<file path="src/rtl/decode_stage.sv">
// decode_stage: RV32I integer-ALU decode stage with a 32x32 register file,
// write-through bypass, a busy scoreboard for RAW hazards and a one-entry
// registered output with valid/ready handshake.
//
// Ports:
//   clk, rst                    clock, async active-high reset
//   in_valid/in_ready, instr    instruction input handshake
//   wb_en, wb_rd, wb_data       register writeback port
//   out_valid/out_ready         output handshake toward execute
//   alu_control, op_a, op_b     ALU opcode and operands
//   rd, rd_we, illegal          destination, write enable, unsupported flag
module decode_stage (
  input  logic        clk,
  input  logic        rst,
  input  logic        in_valid,
  output logic        in_ready,
  input  logic [31:0] instr,
  input  logic        wb_en,
  input  logic [4:0]  wb_rd,
  input  logic [31:0] wb_data,
  output logic        out_valid,
  input  logic        out_ready,
  output logic [3:0]  alu_control,
  output logic [31:0] op_a,
  output logic [31:0] op_b,
  output logic [4:0]  rd,
  output logic        rd_we,
  output logic        illegal
);

  localparam logic [6:0] OPC_R = 7'b0110011;
  localparam logic [6:0] OPC_I = 7'b0010011;

  typedef struct packed {
    logic [3:0]  alu;
    logic [31:0] a;
    logic [31:0] b;
    logic [4:0]  rd;
    logic        we;
    logic        ill;
  } dec_t;

  logic [31:0][31:0] rf_q;
  logic [31:0]       busy_q, busy_d;
  logic              out_valid_q, out_valid_d;
  dec_t              out_q, out_d, dec;

  logic [6:0]  opcode, funct7;
  logic [2:0]  funct3;
  logic [4:0]  rs1, rs2;
  logic [31:0] rs1_val, rs2_val;
  logic        hazard, accept;

  assign opcode = instr[6:0];
  assign funct3 = instr[14:12];
  assign funct7 = instr[31:25];
  assign rs1    = instr[19:15];
  assign rs2    = instr[24:20];

  // Read ports with write-through bypass from the writeback port.
  always_comb begin
    rs1_val = rf_q[rs1];
    rs2_val = rf_q[rs2];
    if (wb_en && wb_rd == rs1) rs1_val = wb_data;
    if (wb_en && wb_rd == rs2) rs2_val = wb_data;
    if (rs1 == 5'd0) rs1_val = '0;
    if (rs2 == 5'd0) rs2_val = '0;
  end

  always_comb begin
    dec     = '0;
    dec.alu = 4'd2;
    dec.ill = 1'b1;
    case (opcode)
      OPC_R: begin
        dec.a   = rs1_val;
        dec.b   = rs2_val;
        dec.ill = 1'b0;
        if (funct7 == 7'b0000000) begin
          case (funct3)
            3'b000:  dec.alu = 4'd2;
            3'b001:  dec.alu = 4'd3;
            3'b100:  dec.alu = 4'd7;
            3'b101:  dec.alu = 4'd5;
            3'b110:  dec.alu = 4'd1;
            3'b111:  dec.alu = 4'd0;
            default: dec.ill = 1'b1;
          endcase
        end else if (funct7 == 7'b0100000 && funct3 == 3'b000) begin
          dec.alu = 4'd4;
        end else begin
          dec.ill = 1'b1;
        end
        // Register shifts only use the low five bits of the amount.
        if (funct3 == 3'b001 || funct3 == 3'b101) dec.b = {27'b0, rs2_val[4:0]};
      end
      OPC_I: begin
        dec.a   = rs1_val;
        dec.b   = {{20{instr[31]}}, instr[31:20]};
        dec.ill = 1'b0;
        case (funct3)
          3'b000:  dec.alu = 4'd2;
          3'b100:  dec.alu = 4'd7;
          3'b110:  dec.alu = 4'd1;
          3'b111:  dec.alu = 4'd0;
          3'b001, 3'b101: begin
            // SRAI and other funct7 values are not supported.
            dec.alu = (funct3 == 3'b001) ? 4'd3 : 4'd5;
            dec.b   = {27'b0, instr[24:20]};
            if (funct7 != 7'b0000000) dec.ill = 1'b1;
          end
          default: dec.ill = 1'b1;
        endcase
      end
      default: dec.ill = 1'b1;
    endcase
    if (dec.ill) begin
      dec     = '0;
      dec.alu = 4'd2;
      dec.ill = 1'b1;
    end else begin
      dec.rd = instr[11:7];
      dec.we = (instr[11:7] != 5'd0);
    end
  end

  // A source that is being written back this cycle is satisfied by the bypass.
  always_comb begin
    hazard = 1'b0;
    if (rs1 != 5'd0 && busy_q[rs1] && !(wb_en && wb_rd == rs1)) hazard = 1'b1;
    if (opcode == OPC_R && rs2 != 5'd0 && busy_q[rs2] && !(wb_en && wb_rd == rs2))
      hazard = 1'b1;
  end

  assign in_ready = (!out_valid_q || out_ready) && !hazard;
  assign accept   = in_valid && in_ready;

  // Clear first so a same-register set on acceptance wins.
  always_comb begin
    busy_d = busy_q;
    if (wb_en) busy_d[wb_rd] = 1'b0;
    if (accept && dec.we) busy_d[dec.rd] = 1'b1;
    busy_d[0] = 1'b0;
  end

  always_comb begin
    out_d       = out_q;
    out_valid_d = out_valid_q;
    if (accept) begin
      out_d       = dec;
      out_valid_d = 1'b1;
    end else if (out_ready) begin
      out_valid_d = 1'b0;
    end
  end

  always_ff @(posedge clk or posedge rst) begin
    if (rst) begin
      rf_q        <= '0;
      busy_q      <= '0;
      out_q       <= '0;
      out_valid_q <= 1'b0;
    end else begin
      if (wb_en && wb_rd != 5'd0) rf_q[wb_rd] <= wb_data;
      busy_q      <= busy_d;
      out_q       <= out_d;
      out_valid_q <= out_valid_d;
    end
  end

  assign out_valid   = out_valid_q;
  assign alu_control = out_q.alu;
  assign op_a        = out_q.a;
  assign op_b        = out_q.b;
  assign rd          = out_q.rd;
  assign rd_we       = out_q.we;
  assign illegal     = out_q.ill;

endmodule

</file>
<file path="config.mk">
export PLATFORM = sky130hd
export DESIGN_NAME = decode_stage
export DESIGN_NICKNAME = d
export VERILOG_FILES = /design/src/rtl/decode_stage.sv
export SDC_FILE = /design/constraint.sdc
export NUM_CORES = 2
export LEC_CHECK = 0
export BUFFER_PORTS_ARGS = -buffer_cell sky130_fd_sc_hd__buf_2
export CAP_MARGIN = 20
export CORE_MARGIN = 1.5
export CORE_UTILIZATION = 60
export CTS_BUF_LIST = sky130_fd_sc_hd__clkbuf_4 sky130_fd_sc_hd__clkbuf_8
export CTS_CLUSTER_DIAMETER = 50
export DETAILED_ROUTE_END_ITERATION = 12
export PLACE_DENSITY = 0.86
export REMOVE_ABC_BUFFERS = 1
export SLEW_MARGIN = 20
export SYNTH_ARGS = -nofsm -noshare
export SYNTH_HDL_FRONTEND = slang
export SYNTH_SLANG_ARGS = --single-unit
</file>
<file path="constraint.sdc">
create_clock -name clk -period 77.5 [get_ports clk]
set_clock_uncertainty 0.1 [all_clocks]
set_input_delay 7.75 -clock clk [delete_from_list [all_inputs] [get_ports clk]]
set_output_delay 7.75 -clock clk [all_outputs]
set_load 0.01 [all_outputs]
</file>
## After elaboration in Yosys (flattened, before gate mapping)

Cells that the tools add are included.

| word-level totals | value |
|---|---|
| bits in registers | 1131 |

| operators by class | value |
|---|---|
| order comparisons | 6 |
| equality and inequality tests | 10 |
| mux-type cells | 42 |
| bitwise logic cells | 3 |
| reduce and logical (&&, ||, !) cells | 33 |

Operators by type and width:

| operator | number |
|---|---|
| $bwmux W1024 | 1 |
| $mux W32 | 11 |
| $bmux W32 S5 | 2 |
| $demux W32 S5 | 1 |
| $pmux W68 S2 | 1 |
| $mux W68 | 1 |
| $and A32 B32 Y32 | 1 |
| $not A32 Y32 | 1 |
| $or A32 B32 Y32 | 1 |
| $lt A5 B6 Y1 const B | 4 |
| $reduce_bool A5 Y1 | 4 |
| $pmux W3 S5 | 1 |
| $eq A7 B6 Y1 const B | 2 |
| $logic_and A1 B1 Y1 | 14 |
| $mux W1 | 13 |
| $eq A3 B3 Y1 const B | 4 |
| $pmux W3 S4 | 1 |
| $bmux W1 S5 | 2 |
| $demux W1 S5 | 2 |
| $eq A5 B5 Y1 | 2 |
| $ge A5 B1 Y1 const B | 2 |
| $logic_not A5 Y1 | 2 |
| $eq A7 B5 Y1 const B | 1 |
| $logic_not A7 Y1 | 1 |
| other kinds (13) | 19 |

## Depth between registers and ports, before layout

| depth | value |
|---|---|
| depth in word-level cells | 12 |
| mapped depth | 12 |
| depth with buffers taken out | 7 |

## Worst setup path before layout

No wires, ideal clock.

| path | value |
|---|---|
| path type | in2out |
| start point | in instr[20] |
| end point | out in_ready |
| data arrival time | 9093 ps |
| required time | 69650 ps |
| buffers on the path | 2 |
| stages | 7 |
| slack | 60557 ps |
| cells stage by stage | buf_4 > buf_4 > mux2i_1 > a22oi_1 > and3_1 > nor4_1 > o22a_1 |

| between the ends | value |
|---|---|
| longest elaborated chain between the ends | 7 |
| elaborated cells on any way between the ends | 12 |
| classes of those cells | eq/ne: 1; mux: 3; reduce/logical: 8 |

RTL lines:

| element | RTL line | source |
|---|---|---|
| from (decl) | 17 | `input logic [31:0] instr,` |
| $bmux W1 S5, or another cell as far along | 131 | `if (opcode == OPC_R && rs2 != 5'd0 && busy_q[rs2] && !(wb_en && wb_rd == rs2))` |
| $mux W1 (not written as such) or $logic_and A1 B1 Y1 (tied branches) | 131 |  |
| $logic_and A1 B1 Y1 or $logic_not A1 Y1 (tied branches) | 131 |  |
| $logic_and A1 B1 Y1 * | 131 |  |
| $mux W1 * | 131 |  |
| $logic_not A1 Y1 * | 135 | `assign in_ready = (!out_valid_q \|\| out_ready) && !hazard;` |
| $logic_and A1 B1 Y1 * | 135 |  |
| to (decl) | 16 | `output logic in_ready,` |

Mark *: on every way between the ends. The rest lies on a longest branch, timed or not. The select of a mux whose other input is x is not followed.

## Worst setup path in the final report

| path | value |
|---|---|
| start point | in instr[18] |
| end point | out in_ready |

| between the ends | value |
|---|---|
| longest elaborated chain between the ends | 8 |
| elaborated cells on any way between the ends | 12 |
| classes of those cells | eq/ne: 1; mux: 4; reduce/logical: 7 |

RTL lines:

| element | RTL line | source |
|---|---|---|
| $bmux W1 S5 or $eq A5 B5 Y1 (tied branches) | 130 | `if (rs1 != 5'd0 && busy_q[rs1] && !(wb_en && wb_rd == rs1)) hazard = 1'b1;` |
| $mux W1 (not written as such) or $logic_and A1 B1 Y1 (tied branches) | 130 |  |
| $logic_and A1 B1 Y1 or $logic_not A1 Y1 (tied branches) | 130 |  |
| $logic_and A1 B1 Y1 * | 130 |  |
| $mux W1 * | 130 |  |
| $mux W1 * | 131 |  |
| $logic_not A1 Y1 * | 135 |  |
| $logic_and A1 B1 Y1 * | 135 |  |

Marked as above.

==> metrics.cfg <==
[pwr]
ir_drop_mv = 0.01329
power.leakage_uw = 0.02817
clkPwrFrac_pct = 33.1
internal-power_uw = 1179
p_sw_share_pct = 27.49
pwr-share-seq_pct = 47.5
switchingPower_uw = 446.8
p_per_area_mw_per_mm2 = 25.05
power_frac_comb_pct = 19.4

[detailed_routing]
via_per_inst = 7.360
ant_nets = 0
vias = 40090
drc = 0
wire_per_inst_um = 32.63
drt-total-wl_um = 177700
drt_iter0_drc = 5115
firstDrtPassIters = 8

[timing]
min_period_over_period_pct = 24.27
fmax_mhz = 53.16
hold_violations = 0
worstMarginPinSlew_ns = 1.025
setup_viol = 0
hold_ws_ns = 0.2976
slew_viol_final = 0
tns_ns = 0
setup_ws_ns = 58.69
rsz0062_at_grt = false
final.min_clock_period_ns = 18.81
relSlewSlack_pct = 31.14

[die]
core_sq_mm = 0.09856
rows = 115
boundaryPins = 151
fp.dieH_um = 318.8
start_util_pct = 60.70
fp.dieW_um = 318.8
die-area_sq_mm = 0.1016

[clock_network]
cts.htree.levels = 4
cts_buffers = 177
clk_pin_slew_ns = 0.06
post_cts.repair.setup_buffers = 0
ctsResizeCount = 0
cts-root-buf = clkbuf_8
cts.sinks = 1130
clk_latency_ns = 0.88
ctsLongestPathBuffers = 3
cts_hold_buf = 0
cts_tree = built

[logic_synthesis]
yosysTopAreaCell = dfrtp_1
yosysSeqAreaShare_pct = 47.27
synth-async-reset-ratio_pct = 100.0
synth.distinct_cells = 64
synth_area_per_cell_sq_um = 14.75
synth_area_sq_mm = 0.05983
yosysMostFrequentCell = dfrtp_1
synthTopCellsByCount = dfrtp_1 (1130), mux2_2 (1036), mux4_2 (507)
synth_edf_count = 0
yosys_most_used_dff = dfrtp_1
yosysTopAreaCellShare_pct = 47.27
yosys_register_bits = 1130
syn_inst = 4055
yosys-top-cells-area = dfrtp_1 (47%), mux2_2 (20%), mux4_2 (19%)
yosys_warnings = 0

[place]
post-place-ws_ns = 58.83
dpl.hpwl_um = 100200
io_buffer_count = 149
gp_congestion = 0.9059
place_area_sq_mm = 0.06109
placed_cells = 5129

[cells_and_area]
syn_to_final_growth_pct = 8.491
instances_no_fill = 5446
layout-drive-gt1-share_pct = 51.63
seq_area_sq_mm = 0.02828
multiInputGateArea_sq_mm = 0.02953
nets = 4096
final_area_sq_mm = 0.06491
n_fill_cell = 6515

[grt]
grt_max_degree = 185
groute.usage.overall_pct = 35.27
antenna_found_initial = 5
grt_pass1_vias = 41560
grt_pass1_wl_um = 266100
gr-total-overflow = 0

[worst_setup_path]
crit_path_end_kind = output port
cp.required_ns = 69.65
cp.arrival_ns = 10.96
worstSetupStartpointType = input port
path_max_fanout = 21
critPathKind = input port to output port

[run_status]
status = finished clean

[flow_run]
maxCapViolCount = 0

[hold_path]
holdCritPathClass = flop to flop

==> power by group through the flow <==
stage | sequential, uW | clock, uW | combinational (uW)
6_report | 773 | 538 | 315
5_1_grt | 783 | 567 | 333
4_1_cts | 768 | 540 | 312
3_5_place_dp | 776 | 0 | 310
3_3_place_gp | 766 | 0 | 299
2_1_floorplan | 753 | 0 | 232
==> cells in the final DEF (no fill, tap or decap), drive strengths merged, types with 11 or more instances in the layout <==
cell     count
mux2i      168
o21ai       56
nand2b      14
buf        239
nor3        24
nor2b       11
inv         39
a32o        27
o31ai       20
nand2      117
nor2        75
a211oi      13
dfrtp     1130
a22oi       61
clkinv      14
nand3       21
mux2      1036
o22ai       47
a21oi       36
a31oi       14
o221ai      52
a22o        11
a2111oi     24
clkbuf     279
mux4       507
a32oi       11
==> registers in the layout, indices dropped and copies added (netlist names) <==
name	cells
alu_control	3
busy_q	31
illegal	1
op_a	32
op_b	32
out_valid	1
rd	5
rd_we	1
rf_q	1024
==> kinds of logic (layout without fill, tap and decap cells) <==
| logic type | after synthesis | after routing | synth area share (%) |
|---|---|---|---|
| simple gates | 307 | 307 | 2.393 |
| flops | 1130 | 1130 | 47.27 |
| xor+xnor | 10 | 10 | 0.1464 |
| other cells | 1 | 9 | 0.006268 |
| mux | 1711 | 1711 | 41.40 |
| compound gates | 411 | 411 | 5.047 |
| buf+inv | 485 | 581 | 3.746 |
==> layout make-up <==
class / instances / share of cell area (%)
multi-input combinational: 2440 / 45.50
sequential: 1130 / 43.57
clock buffer: 279 / 5.347
tap: 1287 / 2.481
timing repair buffer: 239 / 2.415
clock inverter: 29 / 0.4492
inverter: 34 / 0.2101
antenna: 8 / 0.03084
==> final timing paths <==
path	startpoint	to	slack, ns	cells after the start
min in group asynchronous	rst	alu_control[0]	6.93	2
max	instr[18]	in_ready	58.69	8
max in group asynchronous	rst	op_a[23]	67.26	5
max reg2reg	busy_q[7]	busy_q[26]	73.97	8
min	rf_q[8]	rf_q[8]	0.30	0
min reg2reg	rf_q[8]	rf_q[8]	0.30	0
==> stage by stage <==
stage | total power, uW | utilization (%)
floorplan | 984.9 | -
global placement | 1065 | 61.98
detailed placement | 1086 | 61.98
CTS | 1621 | 65.79
global route | 1683 | 65.84
finish | 1626 | 65.85
==> critical path, cell delays in order <==
cell and delay (ns):
buf_4 0.52, buf_4 0.57, clkinv_2 0.75, mux2i_1 0.42, o211ai_1 0.18, nor2_1 0.28, o22a_1 0.29, buf_2 0.17
==> routing by layer <==
layer  track usage [%]  share of wire [%]  vias to the layer above
met4             19.12                5.9                        4
met2             52.56                 46                     2766
met5            0.4255              0.042                        -
li1                  -                  -                    15670
met1             46.05                 36                    20970
met3             11.65                 12                      684
Note: power is estimated with default switching activity, not from simulation.
